$ cat src/rtl/ped_pkg.sv
// Shared types, constants and helpers for the Pedersen integer-to-field front end.
// Contents: field size and modulus, request mode typedef, wcode encodings,
// engine state encoding, and the integer width decode.
package ped_pkg;

    localparam int FIELD_SIZE = 253;
    localparam logic [FIELD_SIZE-1:0] FIELD_MOD =
        FIELD_SIZE'(256'h12ab655e9a2ca55660b44d1e5c37b00159aa76fed00000010a11800000000001);

    // Leaf index width: enough for bit positions 0..127.
    localparam int IDX_W = 7;

    typedef logic [2:0] wcode_t;

    // Request mode as it appears on i_mode: {signed, wcode}.
    typedef struct packed {
        logic   sgn;
        wcode_t wcode;
    } mode_t;

    localparam wcode_t WCODE_8   = 3'd0;
    localparam wcode_t WCODE_16  = 3'd1;
    localparam wcode_t WCODE_32  = 3'd2;
    localparam wcode_t WCODE_64  = 3'd3;
    localparam wcode_t WCODE_128 = 3'd4;

    typedef enum logic {
        S_IDLE,
        S_BUSY
    } state_t;

    // Integer width selected by wcode; anything wider than max_bits, or an
    // undefined code, collapses to max_bits.
    function automatic int width_from_wcode(input wcode_t wcode, input int max_bits);
        int n;
        case (wcode)
            WCODE_8:   n = 8;
            WCODE_16:  n = 16;
            WCODE_32:  n = 32;
            WCODE_64:  n = 64;
            WCODE_128: n = 128;
            default:   n = max_bits;
        endcase
        if (n > max_bits) begin
            n = max_bits;
        end
        return n;
    endfunction

endpackage

$ cat src/rtl/ped_req_fifo.sv
// Request FIFO for ped_bitdec_fifo.
// DEPTH x WIDTH synchronous FIFO with the head entry visible combinationally.
// Ports:
//   i_clk, i_rst_n  clock, asynchronous active-low reset
//   i_push, i_data  write request; ignored while full (no bypass through a same-edge pop)
//   i_pop           remove head entry; ignored while empty
//   o_head          current head entry (undefined while empty)
//   o_full, o_empty occupancy flags
module ped_req_fifo #(
    parameter int WIDTH = 68,
    parameter int DEPTH = 4
) (
    input  logic             i_clk,
    input  logic             i_rst_n,
    input  logic             i_push,
    input  logic [WIDTH-1:0] i_data,
    input  logic             i_pop,
    output logic [WIDTH-1:0] o_head,
    output logic             o_full,
    output logic             o_empty
);

    localparam int AW = $clog2(DEPTH);

    logic [WIDTH-1:0] mem_q [DEPTH];
    logic [AW-1:0]    wr_ptr_q, wr_ptr_d;
    logic [AW-1:0]    rd_ptr_q, rd_ptr_d;
    logic [AW:0]      count_q, count_d;
    logic             do_push, do_pop;

    assign o_full  = (count_q == (AW+1)'(DEPTH));
    assign o_empty = (count_q == '0);
    assign o_head  = mem_q[rd_ptr_q];

    always_comb begin
        do_push  = i_push & ~o_full;
        do_pop   = i_pop & ~o_empty;
        // DEPTH is a power of two, so plain pointer overflow wraps modulo DEPTH.
        wr_ptr_d = wr_ptr_q + AW'(do_push);
        rd_ptr_d = rd_ptr_q + AW'(do_pop);
        count_d  = count_q + (AW+1)'(do_push) - (AW+1)'(do_pop);
    end

    // NOTE: only the pointers and count are reset; storage is never read
    // before it is written, so leaving the array unreset keeps it plain RAM.
    always_ff @(posedge i_clk) begin
        if (do_push) begin
            mem_q[wr_ptr_q] <= i_data;
        end
    end

    always_ff @(posedge i_clk or negedge i_rst_n) begin
        if (!i_rst_n) begin
            wr_ptr_q <= '0;
            rd_ptr_q <= '0;
            count_q  <= '0;
        end else begin
            wr_ptr_q <= wr_ptr_d;
            rd_ptr_q <= rd_ptr_d;
            count_q  <= count_d;
        end
    end

endmodule

$ cat src/rtl/ped_bitdec_fifo.sv
// Integer-to-field front end for the Pedersen datapath.
// Each buffered request yields one result beat (the integer as a field element)
// and N leaf beats (its bits as 0/1 field elements, LSB first, o_last on bit N-1).
// Ports:
//   i_clk, i_rst_n                  clock, asynchronous active-low reset
//   i_vld, i_a, i_mode, o_rdy       request channel; i_mode = {signed, wcode}
//   o_res_vld, i_res_rdy, o_res     result channel
//   o_lvs_vld, i_lvs_rdy, o_lvs,
//   o_lvs_idx, o_last               leaf channel
module ped_bitdec_fifo #(
    parameter int MAX_BITS   = 64,
    parameter int DEPTH      = 4,
    parameter int FIELD_SIZE = ped_pkg::FIELD_SIZE
) (
    input  logic                  i_clk,
    input  logic                  i_rst_n,
    input  logic                  i_vld,
    input  logic [MAX_BITS-1:0]   i_a,
    input  logic [3:0]            i_mode,
    output logic                  o_rdy,
    input  logic                  i_res_rdy,
    output logic                  o_res_vld,
    output logic [FIELD_SIZE-1:0] o_res,
    input  logic                  i_lvs_rdy,
    output logic                  o_lvs_vld,
    output logic [FIELD_SIZE-1:0] o_lvs,
    output logic [6:0]            o_lvs_idx,
    output logic                  o_last
);
    import ped_pkg::*;

    localparam int DW = MAX_BITS + 4;
    localparam logic [FIELD_SIZE-1:0] MOD_W = FIELD_SIZE'(FIELD_MOD);

    // ---------------- request FIFO ----------------
    logic [DW-1:0]       fifo_head;
    logic                fifo_full, fifo_empty;
    logic                load;
    mode_t               head_mode;
    logic [MAX_BITS-1:0] head_a;

    ped_req_fifo #(
        .WIDTH (DW),
        .DEPTH (DEPTH)
    ) u_fifo (
        .i_clk   (i_clk),
        .i_rst_n (i_rst_n),
        .i_push  (i_vld),
        .i_data  ({i_mode, i_a}),
        .i_pop   (load),
        .o_head  (fifo_head),
        .o_full  (fifo_full),
        .o_empty (fifo_empty)
    );

    assign o_rdy = ~fifo_full;
    assign {head_mode, head_a} = fifo_head;

    // ---------------- head decode ----------------
    // Work at field width so 2^N is representable even for N = 128.
    int                    head_n;
    logic [FIELD_SIZE-1:0] head_pow2, head_at, head_top, head_res;
    logic [IDX_W-1:0]      head_last_idx;

    always_comb begin
        head_n        = width_from_wcode(head_mode.wcode, MAX_BITS);
        head_pow2     = FIELD_SIZE'(1) << head_n;
        head_at       = FIELD_SIZE'(head_a) & (head_pow2 - FIELD_SIZE'(1));
        head_top      = head_at >> (head_n - 1);
        head_last_idx = IDX_W'(head_n - 1);
        // A negative value -(2^N - at) maps to FIELD_MOD minus its magnitude.
        if (head_mode.sgn && head_top[0]) begin
            head_res = MOD_W - (head_pow2 - head_at);
        end else begin
            head_res = head_at;
        end
    end

    // ---------------- engine ----------------
    state_t                state_q, state_d;
    logic [FIELD_SIZE-1:0] res_q, res_d;
    logic [MAX_BITS-1:0]   at_q, at_d;
    logic [IDX_W-1:0]      idx_q, idx_d;
    logic [IDX_W-1:0]      last_idx_q, last_idx_d;
    logic                  res_vld_q, res_vld_d;
    logic                  lvs_vld_q, lvs_vld_d;
    logic                  res_fire, lvs_fire, leaf_last, finishing;
    logic [MAX_BITS-1:0]   at_shift;

    always_comb begin
        state_d    = state_q;
        res_d      = res_q;
        at_d       = at_q;
        idx_d      = idx_q;
        last_idx_d = last_idx_q;
        res_vld_d  = res_vld_q;
        lvs_vld_d  = lvs_vld_q;

        res_fire  = res_vld_q & i_res_rdy;
        lvs_fire  = lvs_vld_q & i_lvs_rdy;
        leaf_last = (idx_q == last_idx_q);
        // Done when each channel is either already finished or finishes now.
        finishing = (state_q == S_BUSY)
                  & (~res_vld_q | res_fire)
                  & (~lvs_vld_q | (lvs_fire & leaf_last));
        // Loading on the finishing edge gives back-to-back requests with no bubble.
        load      = ~fifo_empty & ((state_q == S_IDLE) | finishing);

        if (res_fire) begin
            res_vld_d = 1'b0;
        end
        if (lvs_fire) begin
            // The index parks on N-1 so the leaf select never runs past the data.
            if (leaf_last) begin
                lvs_vld_d = 1'b0;
            end else begin
                idx_d = idx_q + IDX_W'(1);
            end
        end

        if (finishing) begin
            state_d    = S_IDLE;
            res_d      = '0;
            at_d       = '0;
            idx_d      = '0;
            last_idx_d = '0;
        end

        if (load) begin
            state_d    = S_BUSY;
            res_d      = head_res;
            at_d       = head_at[MAX_BITS-1:0];
            idx_d      = '0;
            last_idx_d = head_last_idx;
            res_vld_d  = 1'b1;
            lvs_vld_d  = 1'b1;
        end
    end

    always_ff @(posedge i_clk or negedge i_rst_n) begin
        if (!i_rst_n) begin
            state_q    <= S_IDLE;
            res_q      <= '0;
            at_q       <= '0;
            idx_q      <= '0;
            last_idx_q <= '0;
            res_vld_q  <= 1'b0;
            lvs_vld_q  <= 1'b0;
        end else begin
            state_q    <= state_d;
            res_q      <= res_d;
            at_q       <= at_d;
            idx_q      <= idx_d;
            last_idx_q <= last_idx_d;
            res_vld_q  <= res_vld_d;
            lvs_vld_q  <= lvs_vld_d;
        end
    end

    assign at_shift  = at_q >> idx_q;
    assign o_res_vld = res_vld_q;
    assign o_res     = res_q;
    assign o_lvs_vld = lvs_vld_q;
    assign o_lvs     = FIELD_SIZE'(at_shift[0] & lvs_vld_q);
    assign o_lvs_idx = idx_q;
    assign o_last    = lvs_vld_q & leaf_last;

endmodule

$ cat config.mk
export PLATFORM = sky130hd
export DESIGN_NAME = ped_bitdec_fifo
export DESIGN_NICKNAME = d
export VERILOG_FILES = /design/src/rtl/ped_pkg.sv /design/src/rtl/ped_req_fifo.sv /design/src/rtl/ped_bitdec_fifo.sv
export SDC_FILE = /design/constraint.sdc
export NUM_CORES = 1
export LEC_CHECK = 0
export ABC_AREA = 1
export CAP_MARGIN = 20
export CORE_ASPECT_RATIO = 0.6
export CORE_MARGIN = 4
export CORE_UTILIZATION = 30
export CTS_BUF_LIST = sky130_fd_sc_hd__clkbuf_4
export DETAILED_ROUTE_END_ITERATION = 12
export GPL_TIMING_DRIVEN = 0
export SLEW_MARGIN = 20
export SYNTH_ARGS = -nofsm -noshare
export SYNTH_HDL_FRONTEND = slang
export SYNTH_SLANG_ARGS = --single-unit
$ cat constraint.sdc
create_clock -name i_clk -period 6 [get_ports i_clk]
set_clock_uncertainty 0.1 [all_clocks]
set_input_delay 1.2 -clock i_clk [delete_from_list [all_inputs] [get_ports i_clk]]
set_output_delay 1.2 -clock i_clk [all_outputs]
set_load 0.05 [all_outputs]
== Word-level counts from Yosys, hierarchy flattened ==
Memories as Yosys holds them, arrays and structs flattened.
Index checks and enable logic that the tools add are counted.
Word-level totals
  bits in read-only memories: 0
  memories kept: 1
  bits in latches: 0
  word-level logic and storage cells: 81
  bits of input ports: 73
  register bits after elaboration: 341
  bits in writable memories: 272
  output and inout bits: 517
Operators by class
  equal/unequal tests: 6
  shift-type cells: 3
  add/sub/neg operators: 9
  reduce and logical (&&, ||, !) cells: 10
  order comparisons: 1
  bitwise logic cells: 19
  divide/modulo/power cells: 0
  multiply operators: 0
  mux-type cells: 22
Memories
  u_fifo.mem_q: words 4, bits a word 68, read ports 1, clocked after memory_dff 0, wr ports 1, RTL line ped_req_fifo.sv:25  | logic [WIDTH-1:0] mem_q [DEPTH];
Operator list (number)
  253-bit 2-to-1 mux: 3
  64-bit by 253-bit bitwise AND with 253-bit output: 1
  1-bit by 32-bit << shifter with 253-bit output (first input constant): 1
  253-bit by 32-bit >> shifter with 1-bit output: 1
  253-bit by 1-bit subtractor with 253-bit output (second input constant): 1
  253-bit subtractor: 1
  253-bit subtractor (first input constant): 1
  64-bit 2-to-1 mux: 2
  64-bit by 7-bit >> shifter with 1-bit output: 1
  7-bit 2-to-1 mux: 6
  32-bit by 8-bit greater-than comparator with 1-bit output (second input constant): 1
  32-bit 2-to-1 mux: 1
  8-bit one-hot mux with 4 select lines: 1
  32-bit by 2-bit subtractor with 32-bit output (second input constant): 1
  1-bit bitwise AND: 10
  1-bit 2-to-1 mux: 9
  2-bit nonzero test: 4
  7-bit by 1-bit adder with 7-bit output (second input constant): 1
  7-bit == test: 1
  3-bit == test (second input constant): 2
  3-bit zero test: 2
  1-bit NOT: 5
  2-bit by 1-bit adder with 2-bit output: 2
  2-bit AND reduction: 2
  other kinds (8): 10

== Longest topological paths before layout ==
An unclocked memory read counts as a cell.
  word-level depth: 12
  depth in mapped cells: 35
  gate-level depth less buffers: 33

== Cells and area by module ==
From an unflattened synthesis, not the netlist that was laid out.
Unflattened totals
  cells, all modules: 3432
  area total of the unflattened synthesis: 28362.2 µm²
By module, submodules not included
  ped_bitdec_fifo: times used 1, cells an instance 2659, seq. area each 5129.9 µm², area each 17697.0 µm²
  ped_req_fifo: times used 1, cells an instance 773, seq. area each 8343.0 µm², area each 10665.2 µm²

== Least setup slack after synthesis ==
OpenSTA, ideal clock, no wires.
  path kind: in2reg
  start: in i_vld
  end: mem u_fifo.mem_q[2][0] (enable)
  data required time: 5322 ps
  buffers on the path: 0
  arrival: 5957 ps
  setup time: 578 ps
  stages on the path: 2
  path slack: -635 ps
  cells stage by stage: nand2_1 -> nor3_1
Between the ends
  longest elaborated chain between the ends: 3
Ends and longest elaborated chain
  start, declared: RTL line ped_bitdec_fifo.sv:17  | input logic i_vld,
  1-bit bitwise AND: RTL line ped_req_fifo.sv:36  | do_push = i_push & ~o_full;
  1-bit 2-to-1 mux: RTL line ped_req_fifo.sv:47  | if (do_push) begin
  1-bit 2-to-1 mux (implied by the code): RTL line ped_req_fifo.sv:48  | mem_q[wr_ptr_q] <= i_data;
  end, declared: RTL line ped_req_fifo.sv:25
Every way passes these cells.

== Worst setup path after layout ==
  start: reg u_fifo.rd_ptr_q[1]
  end: reg res_q[38] (netlist: o_res[38])
Between the ends
  longest elaborated chain between the ends: 12
  elaborated cells on any way between the ends: 18
  classes of those cells: add/sub (4); order compare (1); eq/ne (3); shift (2); mux (4); bitwise (1); reduce/logical (2); memory (1)
Ends and longest elaborated chain
  start, declared: RTL line ped_req_fifo.sv:27  | logic [AW-1:0] rd_ptr_q, rd_ptr_d;
  start signal, assigned: RTL line ped_req_fifo.sv:59  | rd_ptr_q <= rd_ptr_d;
  memory read 4 x 68 bit *
  3-bit == test (tied with other cells): RTL line ped_pkg.sv:36  | case (wcode)
  8-bit one-hot mux with 4 select lines: RTL line ped_pkg.sv:36
  32-bit by 8-bit greater-than comparator with 1-bit output: RTL line ped_pkg.sv:44  | if (n > max_bits) begin
  32-bit 2-to-1 mux: RTL line ped_pkg.sv:44
  1-bit by 32-bit << shifter with 253-bit output: RTL line ped_bitdec_fifo.sv:67  | head_pow2 = FIELD_SIZE'(1) << head_n;
  253-bit by 1-bit subtractor with 253-bit output: RTL line ped_bitdec_fifo.sv:68  | head_at = FIELD_SIZE'(head_a) & (head_pow2 - FIELD_SIZE'(1));
  64-bit by 253-bit bitwise AND with 253-bit output: RTL line ped_bitdec_fifo.sv:68
  253-bit subtractor or 253-bit by 32-bit >> shifter with 1-bit output (tied branches): RTL line ped_bitdec_fifo.sv:73, ped_bitdec_fifo.sv:69
  253-bit subtractor or 1-bit logical AND (tied branches): RTL line ped_bitdec_fifo.sv:73, ped_bitdec_fifo.sv:72
  253-bit 2-to-1 mux *: RTL line ped_bitdec_fifo.sv:72  | if (head_mode.sgn && head_top[0]) begin
  253-bit 2-to-1 mux *: RTL line ped_bitdec_fifo.sv:129  | if (load) begin
  end signal, assigned: RTL line ped_bitdec_fifo.sv:151  | res_q <= res_d;
  end, declared: RTL line ped_bitdec_fifo.sv:81  | logic [FIELD_SIZE-1:0] res_q, res_d;
Mark *: on every way between the ends. The rest lies on a longest branch, timed or not.
A chain may end at the register's enable or synchronous reset.

==> summary.txt <==
Max Root-Sink Buffers -> 3
hold crit path type -> reg2reg
DIE WIDTH -> 399 um
Synth Area in Compound Gates -> 11.4%
number of detailed-route iterations in the first pass -> 8
Async SR Flop Fraction -> 43.8%
worst-margin pin slew -> 1.06 ns
initial DRC count -> 2817
clk sink count -> 484
clock transition at the registers of the reported paths -> 0.07 ns
top_reg_cell synth -> edfxtp_1
critical path's most frequent cell -> inv_1
Post-Syn Area -> 27500 um^2
Top Family by Delay on Critical Path -> compound AO/OA/AOI/OAI gates
part of the cycle the worst path needs -> 97.5%
final hold vios -> 0
status -> completed
Avg Vias per Cell -> 4.63
cell count after synthesis -> 3176
share of cells above drive strength 1 -> 19.7%
routability cong. -> 1.00
share of the synthesized area in the top cell type -> 29.7%
hold slack final -> 0.378 ns
WP buf/inv -> 9
FF+latch area -> 13500 um^2
max cap viols -> 0
Arrival @ worst endpoint -> 6.55 ns
die height -> 243 um
crit-path max FO -> 10
Root Buffer Master -> clkbuf_4
num rows -> 85
final antenna-violating net count -> 0
Netlist cell types -> 54
# port buffers -> 280
Post-DP HPWL -> 86200 um
Max H-tree Level -> 3
synth warn -> 0
count leader, synth -> nand2_1
largest stage delay on the critical path -> 0.51 ns
Global Route Usage Sum -> 21.4%
CP required -> 6.70 ns
slowest stage cell, crit path -> o21ai_1
number of CTS-inserted buffers -> 117
Yosys reg bits -> 484
Layout area overhead -> 29.1%
number of fill cells -> 9148
Setup violations, final -> 0
simple-gate share of the synthesized area -> 17.9%
drt total wl -> 107000 um
CTS tree -> done
later-pin clock latency in the skew report -> 1.02 ns
first-pass GRT wire length -> 153000 um
EDFF count, synth -> 272
vias in the first global route -> 22200
crit path time final -> 5.85 ns
Vias -> 24300
multiplexer share of the synthesized area -> 0%
antenna violations before repair -> 7
core area -> 90300 um^2
largest net degree at the start of global routing -> 87
Overflow after GRT -> 0
DIE AREA -> 96900 um^2
area of the multi-input gates -> 11100 um^2
Adder-Cell Fraction of Synth Area -> 3.84%
area leader, netlist -> edfxtp_1
routed wire length per instance -> 20.3 um
largest family of logic cells by synthesized area -> simple AND/OR/NAND/NOR gates
top achievable clock speed -> 171 MHz
Seq/Total Area, Yosys -> 48.9%
worst rel slew slack -> 29.5%
Crit. End Element -> flop
I/O Pins -> 590
XOR/XNOR share of the synthesized area -> 1.43%
startpoint types -> flop
Post-layout nets -> 4095
Synth top cells by count -> nand2_1 (691), buf_4 (385), inv_1 (293)
Post-route DRC -> 0
count of pins over their slew limit -> 0
Initial Util -> 30.5%
Avg Cell Area, Syn -> 8.67 um^2
critical path type -> reg2reg
synth top area cells -> edfxtp_1 (30%), dfrtp_1 (19%), buf_4 (10%), nand2_1 (9.4%), inv_1 (4.0%)
[metal layers]
metal	global-route usage, %	part of all wire, %	wire [um]
met1	32.7	45	48300
met2	29.3	41	43600
met3	6.88	13	13600
met4	4.01	1.2	1260
met5	0	0.062	66
[worst min-delay path, stage by stage (launching register included)]
cell,delay [ns]
dfrtp_1,0.34
nand2_1,0.05
nand2_1,0.05
[area by class of cell]
cell class / instances / area share [%]
well taps: 1218 / 4.29
plain buffers: 483 / 9.60
diodes: 6 / 0.0422
clock inverters: 42 / 0.852
inverters: 302 / 3.21
clock buffers: 169 / 3.57
multi-input cells: 2214 / 31.1
flip-flops and latches: 484 / 37.9
repair buffers: 336 / 9.41
[worst paths after layout]
check / startpoint / cells past startpoint / end / slack, ns
setup / recovery: u_fifo.rd_ptr_q[1]$_DFF_PN0_ / 25 / o_res[38]$_DFFE_PN0P_ / 0.15
hold / removal: o_res[18]$_DFFE_PN0P_ / 2 / o_res[18]$_DFFE_PN0P_ / 0.38
setup reg to reg: u_fifo.rd_ptr_q[1]$_DFF_PN0_ / 25 / o_res[38]$_DFFE_PN0P_ / 0.15
hold reg to reg: o_res[18]$_DFFE_PN0P_ / 2 / o_res[18]$_DFFE_PN0P_ / 0.38
max in group asynchronous: i_rst_n / 4 / o_res[62]$_DFFE_PN0P_ / 3.91
min in group asynchronous: i_rst_n / 2 / u_fifo.rd_ptr_q[1]$_DFF_PN0_ / 0.62
[registers in the layout, indices dropped and copies added (netlist names)]
signal / flops
at_q: 64
last_idx_q: 5
o_lvs_idx: 7
o_lvs_vld: 1
o_res: 127
o_res_vld: 1
u_fifo.count_q: 3
u_fifo.mem_q: 272
u_fifo.rd_ptr_q: 2
u_fifo.wr_ptr_q: 2
[layout by cell type, fill, tap and decap left out, drive strengths merged, types with 26 or more instances in the layout]
| master | Yosys | layout |
|---|---|---|
| conb | 2 | 310 |
| buf | 456 | 507 |
| clkinv | 0 | 35 |
| clkdlybuf4s50 | 0 | 279 |
| nand3 | 143 | 143 |
| ha | 83 | 83 |
| a21oi | 206 | 206 |
| nand2 | 703 | 703 |
| o22ai | 51 | 51 |
| xor2 | 26 | 26 |
| nor2 | 281 | 281 |
| clkbuf | 28 | 201 |
| nor3 | 48 | 48 |
| dfrtp | 212 | 212 |
| inv | 302 | 304 |
| o21ai | 253 | 253 |
| edfxtp | 272 | 272 |
[metrics by stage]
stage               std cells  area (um^2)  util (%)  setup WS, ns  setup TNS, ns
floorplan                3484        28700         -        -0.635        -172.73
global placement         4982        33000      36.6         -6.20       -2751.51
detailed placement       5023        33400      37.0         -1.59         -78.36
CTS                      5241        35300      39.1        0.0304              0
global route             5254        35600      39.4       -0.0361        -0.0768
finish                   5254        35600      39.4         0.147              0
[logic make-up after synthesis]
group	Yosys count
AOI/OAI and AO/OA	573
xor gates and xnor gates	45
adders and majority gates	84
buffers and inverters	786
DFF	484
other	2
and+or+nand+nor	1202
[timing repair]
action,in CTS,in global routing
pin swaps,4,3
hold endpoints to repair,42,0
setup buffers,7,7
hold buffers,1,0
setup endpoints to repair,77,60
resized for setup,49,54
Power is left out: the tool's default activity adds up to more than one toggle a clock period on the data nets, which glitch-free logic cannot reach.
